<file path="config.mk">
export PLATFORM = sky130hd
export DESIGN_NAME = parity_gen
export DESIGN_NICKNAME = d
export VERILOG_FILES = /design/src/rtl/parity_gen.sv
export SDC_FILE = /design/constraint.sdc
export NUM_CORES = 1
export LEC_CHECK = 0
export ABC_AREA = 1
export BUFFER_PORTS_ARGS = -buffer_cell sky130_fd_sc_hd__buf_2
export CAP_MARGIN = 15
export CORE_UTILIZATION = 30
export DETAILED_ROUTE_END_ITERATION = 6
export HOLD_SLACK_MARGIN = 0.12
export PLACE_DENSITY = 0.58
export SLEW_MARGIN = 10
export SYNTH_ARGS = -nofsm -noshare
export SYNTH_HDL_FRONTEND = slang
export SYNTH_SLANG_ARGS = --single-unit
</file>
<file path="constraint.sdc">
create_clock -name clk -period 1.62 [get_ports clk]
set_input_delay 0.324 -clock clk [delete_from_list [all_inputs] [get_ports clk]]
set_output_delay 0.324 -clock clk [all_outputs]
set_load 0.1 [all_outputs]
</file>
<file path="src/rtl/parity_gen.sv">
// parity_gen: registered even/odd parity generator with ones-count side output.
// One pipeline register stage; outputs come straight from flops.
// Optional parity checker (chk_in, chk_err, err_cnt) is built when the
// macro PARITY_GEN_CHECK_EN is defined; the default build omits it.
module parity_gen #(
  parameter int unsigned WIDTH = 8,
  parameter bit          ODD   = 1'b0
) (
  input  logic                         clk,
  input  logic                         reset,
  input  logic [WIDTH-1:0]             a,
  input  logic                         in_valid,
  output logic                         parity,
  output logic                         out_valid,
  output logic [$clog2(WIDTH+1)-1:0]   ones_cnt
`ifdef PARITY_GEN_CHECK_EN
  ,
  input  logic                         chk_in,
  output logic                         chk_err,
  output logic [15:0]                  err_cnt
`endif
);

  localparam int unsigned CntW = $clog2(WIDTH + 1);

  logic            parity_d;
  logic [CntW-1:0] ones_cnt_d;
  logic            parity_q;
  logic            out_valid_q;
  logic [CntW-1:0] ones_cnt_q;

  // Parity of the incoming word: XOR tree, inverted for odd parity.
  always_comb begin
    parity_d = (^a) ^ ODD;
  end

  // Population count of the incoming word.
  always_comb begin
    ones_cnt_d = '0;
    for (int unsigned i = 0; i < WIDTH; i++) begin
      ones_cnt_d = ones_cnt_d + CntW'(a[i]);
    end
  end

  // Result register: load on valid, otherwise hold data and drop the valid.
  always_ff @(posedge clk or posedge reset) begin
    if (reset) begin
      parity_q    <= 1'b0;
      ones_cnt_q  <= '0;
      out_valid_q <= 1'b0;
    end else if (in_valid) begin
      parity_q    <= parity_d;
      ones_cnt_q  <= ones_cnt_d;
      out_valid_q <= 1'b1;
    end else begin
      out_valid_q <= 1'b0;
    end
  end

  assign parity    = parity_q;
  assign ones_cnt  = ones_cnt_q;
  assign out_valid = out_valid_q;

`ifdef PARITY_GEN_CHECK_EN
  logic        mismatch;
  logic        chk_err_q;
  logic [15:0] err_cnt_q;

  // Expected parity disagrees with the computed value.
  always_comb begin
    mismatch = (chk_in != parity_d);
  end

  // Error flag aligned with out_valid; counter saturates and clears only on reset.
  always_ff @(posedge clk or posedge reset) begin
    if (reset) begin
      chk_err_q <= 1'b0;
      err_cnt_q <= 16'h0000;
    end else if (in_valid) begin
      chk_err_q <= mismatch;
      if (mismatch && (err_cnt_q != 16'hFFFF)) begin
        err_cnt_q <= err_cnt_q + 16'd1;
      end
    end else begin
      chk_err_q <= 1'b0;
    end
  end

  assign chk_err = chk_err_q;
  assign err_cnt = err_cnt_q;
`endif

endmodule

</file>
==> results of run 1 <==
## power groups by stage
stage                     clock (mW)  sequential, mW  combinational, mW
after floorplan                    0           0.468              0.153
after global placement             0           0.203              0.520
after detailed placement           0           0.203              0.525
after CTS                      0.139           0.201              0.537
after global routing           0.152           0.206              0.577
final                          0.136           0.203              0.534
## synthesized netlist by cell type (all sizes together)
cell type,number
nand3,4
nor2,2
fa,4
dfrtp,6
inv,20
xor2,1
o21ai,3
nand2,23
xnor2,1
ha,4
a21oi,1
## what timing repair did
action / 4_1_cts / 5_1_grt
endpoints found under the hold margin: 6 / 0
pin swaps: 1 / 0
hold buffers: 1 / 0
gates resized for setup: 4 / 3
setup endpoints to repair: 4 / 4
## per-layer routing
metal | routed length (um) | vias to the layer above
met2 | 496 | 10
met1 | 399 | 230
met5 | 0 | -
met4 | 0 | 0
li1 | - | 256
met3 | 40 | 0
## cell type report
type / count / area, um^2 / share of cell area
Timing Repair Buffer: 25 / 166 / 0.223
Tap cell: 16 / 20.0 / 0.0268
Clock buffer: 3 / 22.5 / 0.0302
Multi-Input combinational cell: 43 / 304 / 0.408
Inverter: 20 / 82.6 / 0.111
Sequential cell: 6 / 150 / 0.201
## final timing paths
path / end / depth (start not counted)
hold reg to reg: ones_cnt[0] / 2
max in group asynchronous: ones_cnt[3] / 3
hold / removal: out_valid / 1
min in group asynchronous: ones_cnt[1] / 3
setup / recovery: ones_cnt[1] / 10
setup reg to reg: ones_cnt[1] / 2
## worst max-delay path, delay by kind of cell
kind	cells	cell delay (ps)
compound gates	1	60
fa+ha+maj	5	2040
buf+inv	4	220
## per-stage QoR
step	hold WS [ps]	std cells
detailed placement	242	109
floorplan	115	69
global route	261	113
global placement	241	109
CTS	265	113
finish	268	113
## layout by cell type (no fill, tap or decap), drive strengths merged
cell / n
clkbuf: 3
inv: 20
xor2: 1
nand3: 4
ha: 4
xnor2: 1
o21ai: 3
nor2: 2
fa: 4
buf: 24
nand2: 23
dfrtp: 6
dlygate4sd3: 1
a21oi: 1
## cells by family (layout without fill, tap and decap cells)
| logic type | count (synthesis) | count (layout) | synth area share |
|---|---|---|---|
| AOI/OAI and AO/OA | 4 | 4 | 0.0391 |
| DFF | 6 | 6 | 0.293 |
| xor gates and xnor gates | 2 | 2 | 0.0342 |
| buffers and inverters | 20 | 48 | 0.147 |
| and+or+nand+nor | 29 | 29 | 0.232 |
| adders and majority gates | 8 | 8 | 0.254 |
## registers in the layout (all words and copies together), names as in the netlist
signal / count
ones_cnt: 4
out_valid: 1
parity: 1
==> summary.txt, run 1 <==
Yosys
  • #FFs+latches synth: 6
  • Synth Warn #: 0
  • Mapped Nets: 88
  • Synth area leaders: dfrtp_1 29%, fa_1 16%, nand2_1 15%
  • Cell variety after synth: 14
  • Synth top area share: 0.293
  • Area leader, netlist: dfrtp_1
  • Mean Syn Cell Area: 7.42 um^2
  • Sequential element share of the synthesized area: 0.293
  • Synth Instances: 69
  • Post-Syn Area: 512 um^2

GRT
  • Global-route wire length before repair: 1790 um
  • Grt ovf: 0
  • Largest net degree at the start of global routing: 8
  • M3 GR Usage: 0.0511
  • Grt met2 use: 0.221
  • GR Util All Layers: 0.125
  • Routing usage on met1: 0.153
  • GR peak layer: met2
  • Vias in the first global route: 460
  • Initial antenna violation count: 0

Route
  • DR vias: 496
  • DRC viols: 0
  • WL/cell: 8.29 um
  • Drt pass-1 iters: 2
  • Via/cell ratio: 4.39
  • Antenna Nets Post-Route: 0
  • Starting DRT DRC Count: 2
  • Final WL: 937 um

Pwr
  • Cell Pwr Density: 1170 mW/mm^2
  • Pleak: 0.445 nW
  • Max IR drop VDD: 800 uV
  • P_sw: 0.468 mW
  • Sequential power share: 0.233
  • Pint: 0.405 mW
  • Sw frac: 0.536
  • Tot Pwr: 0.873 mW
  • Logic gate share of total power: 0.612
  • Clock network fraction of design power: 0.156

Worst setup path
  • Required time worst endpoint: 1750 ps
  • Reg2reg setup slack: 1000 ps
  • Crit path launch: a[0]
  • CP peak stage delay: 540 ps
  • Startpoint types: input port
  • Most common cell on crit path: fa_1
  • CP Cell Sequence: buf_8, inv_8, fa_1, fa_1, fa_1, inv_2, ha_4, inv_2, fa_2, o21ai_1
  • Worst Setup End Kind: flop
  • CP max-delay cell: fa_1
  • Critical Path Fanout Max: 2
  • CP Class: input port to flop
  • Critical path data arrival time: 2660 ps
  • Worst reg2reg startpoint: ones_cnt[1]

Floorplanning
  • Core area: 0.00154 mm^2
  • Row count: 14
  • Die Y: 43.3 um
  • Die footprint: 0.00187 mm^2
  • Chip width: 43.3 um
  • Starting density of the core: 0.332
  • Num ports: 17

Layout
  • Total Nets Final: 118
  • Final Instance Area: 746 um^2
  • Number of fill cells: 157
  • Layout area overhead: 45.7%
  • ANT cells: 0
  • Final Core Density: 0.484
  • Ratio of cells with drive above 1 in the final layout: 0.392

STA
  • Rel. slew slack: 0.673
  • Final-report setup violation count: 4
  • Final Skew: 0 ps
  • Slew @ Worst Pin: 494 ps
  • Post-layout min period: 2530 ps
  • Final hold vios: 0
  • Crit share post-route: 1.56
  • Worst setup margin: -912 ps
  • RSZ-0062 raised after global routing: true
  • Pins Over Slew Limit: 0
  • Fmax: 395 MHz
  • TNS Setup: -2870 ps

Clocking
  • TritonCTS Buffers: 3
  • CTS HTree Levels: 1
  • Max clock buf depth: 2
  • Root Buffer: clkbuf_4
  • Setup bufs post-CTS: 0
  • Worst-skew pair later-pin latency: 240 ps
  • Clk sinks: 6
  • Clk slew on worst S/H paths: 50 ps
  • CTS tree: built

Placement
  • Post-placement setup slack: -1250 ps
  • RePlAce Congestion: 0.737
  • Hpwl dp: 808 um
  • Placed Area: 692 um^2
  • Port bufs: 16

Job
  • Max_cap viols: 0

Status
  • Status: finished, violations left
  • Failing checks: setup timing

Worst hold path
  • Worst hold start: in_valid
  • Hold Crit Class: input port to flop
No activity file was read; power rests on OpenSTA's default activity.
==> run 2, diff against run 1 <==
- SKIP_LAST_GASP: not set -> 1
==> run 2 against run 1 <==
  * The flow still finishes with violations (setup timing)
  * Clock skew did not move
  * Wire length is 0.75% higher
  * Count of clock-buffer cells in the layout did not move
  * Global-route usage unchanged
  * Combinational power about the same
  * Hold slack better by 1.6 ps
  * Sequential share of layout area rose by 0.068 points
  * Critical path type unchanged
  * Critical endpoint is now ones_cnt[2]
  * Largest power group unchanged
  * Highest routed layer unchanged
==> summary.txt, run 2 (synthesized netlist as in run 1, its figures left out) <==
Status
  • Status: finished, violations left (unchanged)
  • Failing checks: setup timing (unchanged)

Floorplanning
  • Core area: 0.00154 mm^2 (unchanged)
  • Die Y: 43.3 um (unchanged)
  • Row count: 14 (unchanged)
  • Chip width: 43.3 um (unchanged)
  • Num ports: 17 (unchanged)
  • Die footprint: 0.00187 mm^2 (unchanged)
  • Starting density of the core: 0.332 (unchanged)

Clocking
  • TritonCTS Buffers: 3 (unchanged)
  • CTS HTree Levels: 1 (unchanged)
  • Clk slew on worst S/H paths: 50 ps (about the same)
  • CTS tree: built (unchanged)
  • Clk sinks: 6 (unchanged)
  • Root Buffer: clkbuf_4 (unchanged)
  • Max clock buf depth: 2 (unchanged)
  • Setup bufs post-CTS: 0 (unchanged)
  • Worst-skew pair later-pin latency: 240 ps (about the same)

Worst setup path
  • R2R depth: 2 (unchanged)
  • Required time worst endpoint: 1780 ps (was 1750 ps)
  • Critical Path Fanout Max: 2 (unchanged)
  • Worst Path Buf+Inv: 4 (unchanged)
  • CP max-delay cell: fa_1 (unchanged)
  • Crit path launch: a[0] (unchanged)
  • Cell family with most CP delay: adder cells (unchanged)
  • Reg2reg setup slack: 1000 ps (about the same)
  • Reg-to-reg critical path endpoint: ones_cnt[1] (unchanged)
  • CP peak stage delay: 540 ps (about the same)
  • CP Cell Sequence: buf_8, inv_8, fa_1, fa_1, fa_1, inv_2, ha_4, inv_2, fa_1, xor2_1, o21ai_1 (was buf_8, inv_8, fa_1, fa_1, fa_1, inv_2, ha_4, inv_2, fa_2, o21ai_1)
  • Startpoint types: input port (unchanged)
  • End point of the critical path: ones_cnt[2] (was ones_cnt[1])
  • CP Class: input port to flop (unchanged)
  • Worst reg2reg startpoint: ones_cnt[1] (unchanged)
  • Critical path data arrival time: 2700 ps (was 2660 ps)
  • Most common cell on crit path: fa_1 (unchanged)
  • Worst Setup End Kind: flop (unchanged)
  • Crit path depth: 11 (was 10)

STA
  • Final hold vios: 0 (unchanged)
  • Rel. slew slack: 0.673 (about the same)
  • Fmax: 394 MHz (was 395 MHz)
  • Crit share post-route: 1.57 (was 1.56)
  • Pins Over Slew Limit: 0 (unchanged)
  • WHS: 270 ps (was 268 ps)
  • Post-layout min period: 2540 ps (was 2530 ps)
  • Slew @ Worst Pin: 495 ps (was 494 ps)
  • RSZ-0062 raised after global routing: true (unchanged)
  • Final-report setup violation count: 4 (unchanged)
  • Final Skew: 0 ps (unchanged)
  • Worst setup margin: -918 ps (was -912 ps)

Layout
  • Number of fill cells: 158 (was 157)
  • Total Nets Final: 118 (unchanged)
  • Ratio of cells with drive above 1 in the final layout: 0.381 (was 0.392)
  • Multi-input gate area: 302 um^2 (was 304 um^2)
  • FF/Latch Area: 150 um^2 (unchanged)
  • Most frequent cells in the layout: 20 x nand2_1, 14 x inv_1, 14 x buf_2, 8 x buf_4, 6 x dfrtp_1 (unchanged)
  • Final Instance Area: 743 um^2 (was 746 um^2)
  • Layout area overhead: 45.2% (was 45.7%)
  • Commonest non-fill, non-tap cell in the layout: nand2_1 (unchanged)
  • ANT cells: 0 (unchanged)
  • Final Core Density: 0.482 (was 0.484)
  • Final std cells w/o fill: 113 (unchanged)
  • Largest register FFs: 4 (unchanged)

Route
  • Drt pass-1 iters: 2 (unchanged)
  • WL/cell: 8.35 um (was 8.29 um)
  • Antenna Nets Post-Route: 0 (unchanged)
  • Final WL: 944 um (was 937 um)
  • Via/cell ratio: 4.39 (unchanged)
  • DR vias: 496 (unchanged)
  • DRC viols: 0 (unchanged)
  • Starting DRT DRC Count: 2 (unchanged)

Placement
  • Placed Area: 692 um^2 (unchanged)
  • Port bufs: 16 (unchanged)
  • Hpwl dp: 808 um (unchanged)
  • Inst Count DP: 109 (unchanged)
  • RePlAce Congestion: 0.737 (unchanged)

Pwr
  • Cell Pwr Density: 1170 mW/mm^2 (about the same)
  • Pleak: 0.446 nW (was 0.445 nW)
  • Max IR drop VDD: 800 uV (about the same)

Job
  • Max_cap viols: 0 (unchanged)

GRT
  • Global-route wire length before repair: 1790 um (unchanged)
  • GR Util All Layers: 0.125 (unchanged)
  • Vias in the first global route: 460 (unchanged)
  • Initial antenna violation count: 0 (unchanged)
  • Largest net degree at the start of global routing: 8 (unchanged)
  • Grt ovf: 0 (unchanged)

Worst hold path
  • Hold Crit Class: input port to flop (unchanged)
==> run 2: layout make-up <==
cell class,count,share of cell area
clock buffer,3,0.0303
inverter,20,0.111
multi-input combinational,43,0.406
sequential,6,0.202
tap,16,0.0269
timing repair buffer,25,0.224
==> run 2: where the power goes <==
part           switching (mW)  internal, mW
clock                  0.0522        0.0837
combinational           0.397         0.134
sequential             0.0173         0.186
total                   0.467         0.404
==> run 2: worst min path at each step <==
stage	startpoint	end	slack (ps)	cells past startpoint
2_1_floorplan	reset	ones_cnt[0]	110	1
3_3_place_gp	reset	ones_cnt[1]	240	2
3_5_place_dp	reset	out_valid	240	2
4_1_cts	in_valid	out_valid	260	1
5_1_grt	in_valid	out_valid	260	1
6_report	in_valid	out_valid	270	1
==> run 2: repair_timing <==
action | in CTS | in global routing
hold buffers | 1 | 0
endpoints found under the setup margin | 4 | 4
pin swaps | 1 | 0
hold endpoints to repair | 6 | 0
gates resized for setup | 4 | 2
==> run 2: layer usage <==
metal	wire [um]	global-route usage	vias up
met3	40	0.0511	0
met2	506	0.221	10
met4	0	0	0
met5	0	0	-
li1	-	-	256
met1	397	0.153	230
==> run 2: stage by stage <==
stage | power [mW] | TNS, ps | setup WS (ps)
global route | 0.931 | -3130 | -992
finish | 0.871 | -2880 | -918
detailed placement | 0.728 | -4240 | -1250
floorplan | 0.622 | -3290 | -1020
global placement | 0.723 | -4130 | -1230
CTS | 0.876 | -2960 | -933
==> run 3, diff against run 2 <==
- GPL_TIMING_DRIVEN: not set -> 0
==> run 3 against run 2 <==
  * The run still ends with setup timing left
  * Global-route usage decreased by 1.2 points
  * Sequential share of layout area increased by 1.9 points
  * Clock skew unchanged
==> summary.txt, run 3 (synthesized netlist as in run 1, its figures left out) <==
Status
  • Status: finished, violations left (unchanged)
  • Failing checks: setup timing (unchanged)

Clocking
  • Clk sinks: 6 (unchanged)
  • CTS tree: built (unchanged)
  • Clk slew on worst S/H paths: 40 ps (was 50 ps)
  • Setup bufs post-CTS: 0 (unchanged)
  • TritonCTS Buffers: 3 (unchanged)
  • CTS HTree Levels: 1 (unchanged)
  • Root Buffer: clkbuf_4 (unchanged)
  • Worst-skew pair later-pin latency: 240 ps (about the same)
  • Max clock buf depth: 2 (unchanged)

Layout
  • Final std cells w/o fill: 105 (was 113)
  • Largest register FFs: 4 (unchanged)
  • Total Nets Final: 110 (was 118)
  • Number of fill cells: 159 (was 158)
  • Most frequent cells in the layout: 20 x nand2_1, 14 x inv_1, 14 x buf_2, 6 x dfrtp_1, 5 x inv_2 (was 20 x nand2_1, 14 x inv_1, 14 x buf_2, 8 x buf_4, 6 x dfrtp_1)
  • Commonest non-fill, non-tap cell in the layout: nand2_1 (unchanged)
  • Multi-input gate area: 302 um^2 (unchanged)
  • FF/Latch Area: 150 um^2 (unchanged)
  • Layout area overhead: 32.8% (was 45.2%)
  • Ratio of cells with drive above 1 in the final layout: 0.326 (was 0.381)
  • ANT cells: 0 (unchanged)

GRT
  • Grt ovf: 0 (unchanged)
  • Grt met2 use: 0.179 (was 0.221)
  • GR peak layer: met2 (unchanged)
  • Largest net degree at the start of global routing: 8 (unchanged)
  • Vias in the first global route: 413 (was 460)
  • Initial antenna violation count: 0 (unchanged)
  • M3 GR Usage: 0.0681 (was 0.0511)
  • Global-route wire length before repair: 1550 um (was 1790 um)
  • Routing usage on met1: 0.134 (was 0.153)
  • GR Util All Layers: 0.113 (was 0.125)

Route
  • DR vias: 449 (was 496)
  • Antenna Nets Post-Route: 0 (unchanged)
  • WL/cell: 8.25 um (was 8.35 um)
  • Starting DRT DRC Count: 3 (was 2)
  • Drt pass-1 iters: 2 (unchanged)
  • Via/cell ratio: 4.28 (was 4.39)
  • DRC viols: 0 (unchanged)
  • Final WL: 866 um (was 944 um)

Placement
  • Hpwl dp: 749 um (was 808 um)
  • Port bufs: 16 (unchanged)
  • RePlAce Congestion: 0.745 (was 0.737)
  • Inst Count DP: 101 (was 109)

Pwr
  • Sequential power share: 0.237 (was 0.233)
  • Logic gate share of total power: 0.605 (was 0.610)
  • Sw frac: 0.540 (was 0.536)
  • Cell Pwr Density: 1250 mW/mm^2 (was 1170 mW/mm^2)
  • Pleak: 0.406 nW (was 0.446 nW)
  • Clock network fraction of design power: 0.158 (was 0.156)
  • Pint: 0.391 mW (was 0.404 mW)
  • Tot Pwr: 0.849 mW (was 0.871 mW)
  • P_sw: 0.458 mW (was 0.467 mW)
  • Max IR drop VDD: 1070 uV (was 800 uV)

Job
  • Max_cap viols: 0 (unchanged)

Floorplanning
  • Die Y: 43.3 um (unchanged)
  • Die footprint: 0.00187 mm^2 (unchanged)
  • Chip width: 43.3 um (unchanged)
  • Num ports: 17 (unchanged)
  • Core area: 0.00154 mm^2 (unchanged)
  • Starting density of the core: 0.332 (unchanged)
  • Row count: 14 (unchanged)

STA
  • Crit share post-route: 1.58 (was 1.57)
  • Fmax: 390 MHz (was 394 MHz)
  • RSZ-0062 raised after global routing: true (unchanged)
  • Worst setup margin: -941 ps (was -918 ps)
  • Final-report setup violation count: 4 (unchanged)
  • Slew @ Worst Pin: 488 ps (was 495 ps)
  • Final Skew: 0 ps (unchanged)
  • Rel. slew slack: 0.677 (was 0.673)
  • TNS Setup: -2930 ps (was -2880 ps)
  • Final hold vios: 0 (unchanged)
  • Pins Over Slew Limit: 0 (unchanged)
  • Post-layout min period: 2560 ps (was 2540 ps)

Worst setup path
  • Worst Setup End Kind: flop (unchanged)
  • Startpoint types: input port (unchanged)
  • Critical Path Fanout Max: 3 (was 2)
  • Critical path data arrival time: 2730 ps (was 2700 ps)
  • CP Class: input port to flop (unchanged)
  • Required time worst endpoint: 1790 ps (was 1780 ps)

Worst hold path
  • Hold Crit Class: input port to flop (unchanged)
-- run 3: changes by cell type in the layout (fill, tap and decap cells not counted) --
cell,previous run,this run
buf_4,8,1
buf_6,1,0
-- run 3: worst paths after layout --
kind	slack (ps)	to	cells past startpoint	start
max	-940	ones_cnt[2]	11	a[3]
min	260	out_valid	1	in_valid
max reg2reg	1020	ones_cnt[3]	2	ones_cnt[3]
min reg2reg	470	ones_cnt[0]	2	ones_cnt[0]
max in group asynchronous	880	ones_cnt[0]	3	reset
min in group asynchronous	550	ones_cnt[1]	3	reset
-- run 3: routing by layer --
layer | share of wire | wire length (um)
met2 | 0.51 | 440
met4 | 0 | 0
met1 | 0.43 | 375
met3 | 0.059 | 51
met5 | 0 | 0
-- run 3: cell type report --
class / count / area share
multi-input combinational: 43 / 0.444
sequential: 6 / 0.221
timing repair buffer: 17 / 0.151
inverter: 20 / 0.122
clock buffer: 3 / 0.0331
tap: 16 / 0.0295
-- run 3: stage by stage --
stage | worst slack (ps) | hold WS [ps] | area, um^2 | utilization
after floorplan | -1020 | 115 | 532 | -
after global placement | -1250 | 240 | 632 | 0.410
after detailed placement | -1260 | 248 | 632 | 0.410
after CTS | -944 | 256 | 677 | 0.439
after global routing | -1050 | 253 | 679 | 0.441
final | -941 | 264 | 679 | 0.441
-- run 3: worst max-delay path: stages --
cell and delay [ps]:
buf_4 120, inv_2 60, fa_1 420, fa_1 510
fa_1 420, inv_2 80, ha_4 120, inv_2 30
fa_1 360, xor2_1 150, o21ai_1 110
-- run 3: power by group through the flow --
| stage | clock network (mW) | logic [mW] | registers (mW) |
|---|---|---|---|
| 2_1_floorplan | 0 | 0.153 | 0.468 |
| 3_3_place_gp | 0 | 0.505 | 0.203 |
| 3_5_place_dp | 0 | 0.510 | 0.204 |
| 4_1_cts | 0.142 | 0.521 | 0.202 |
| 5_1_grt | 0.156 | 0.559 | 0.206 |
| 6_report | 0.134 | 0.514 | 0.201 |
-- run 3: repair_timing --
action,CTS,global route
resized for setup,4,2
pin swaps,1,0
setup endpoints to repair,4,4
hold endpoints to repair,6,0
hold buffers,1,0
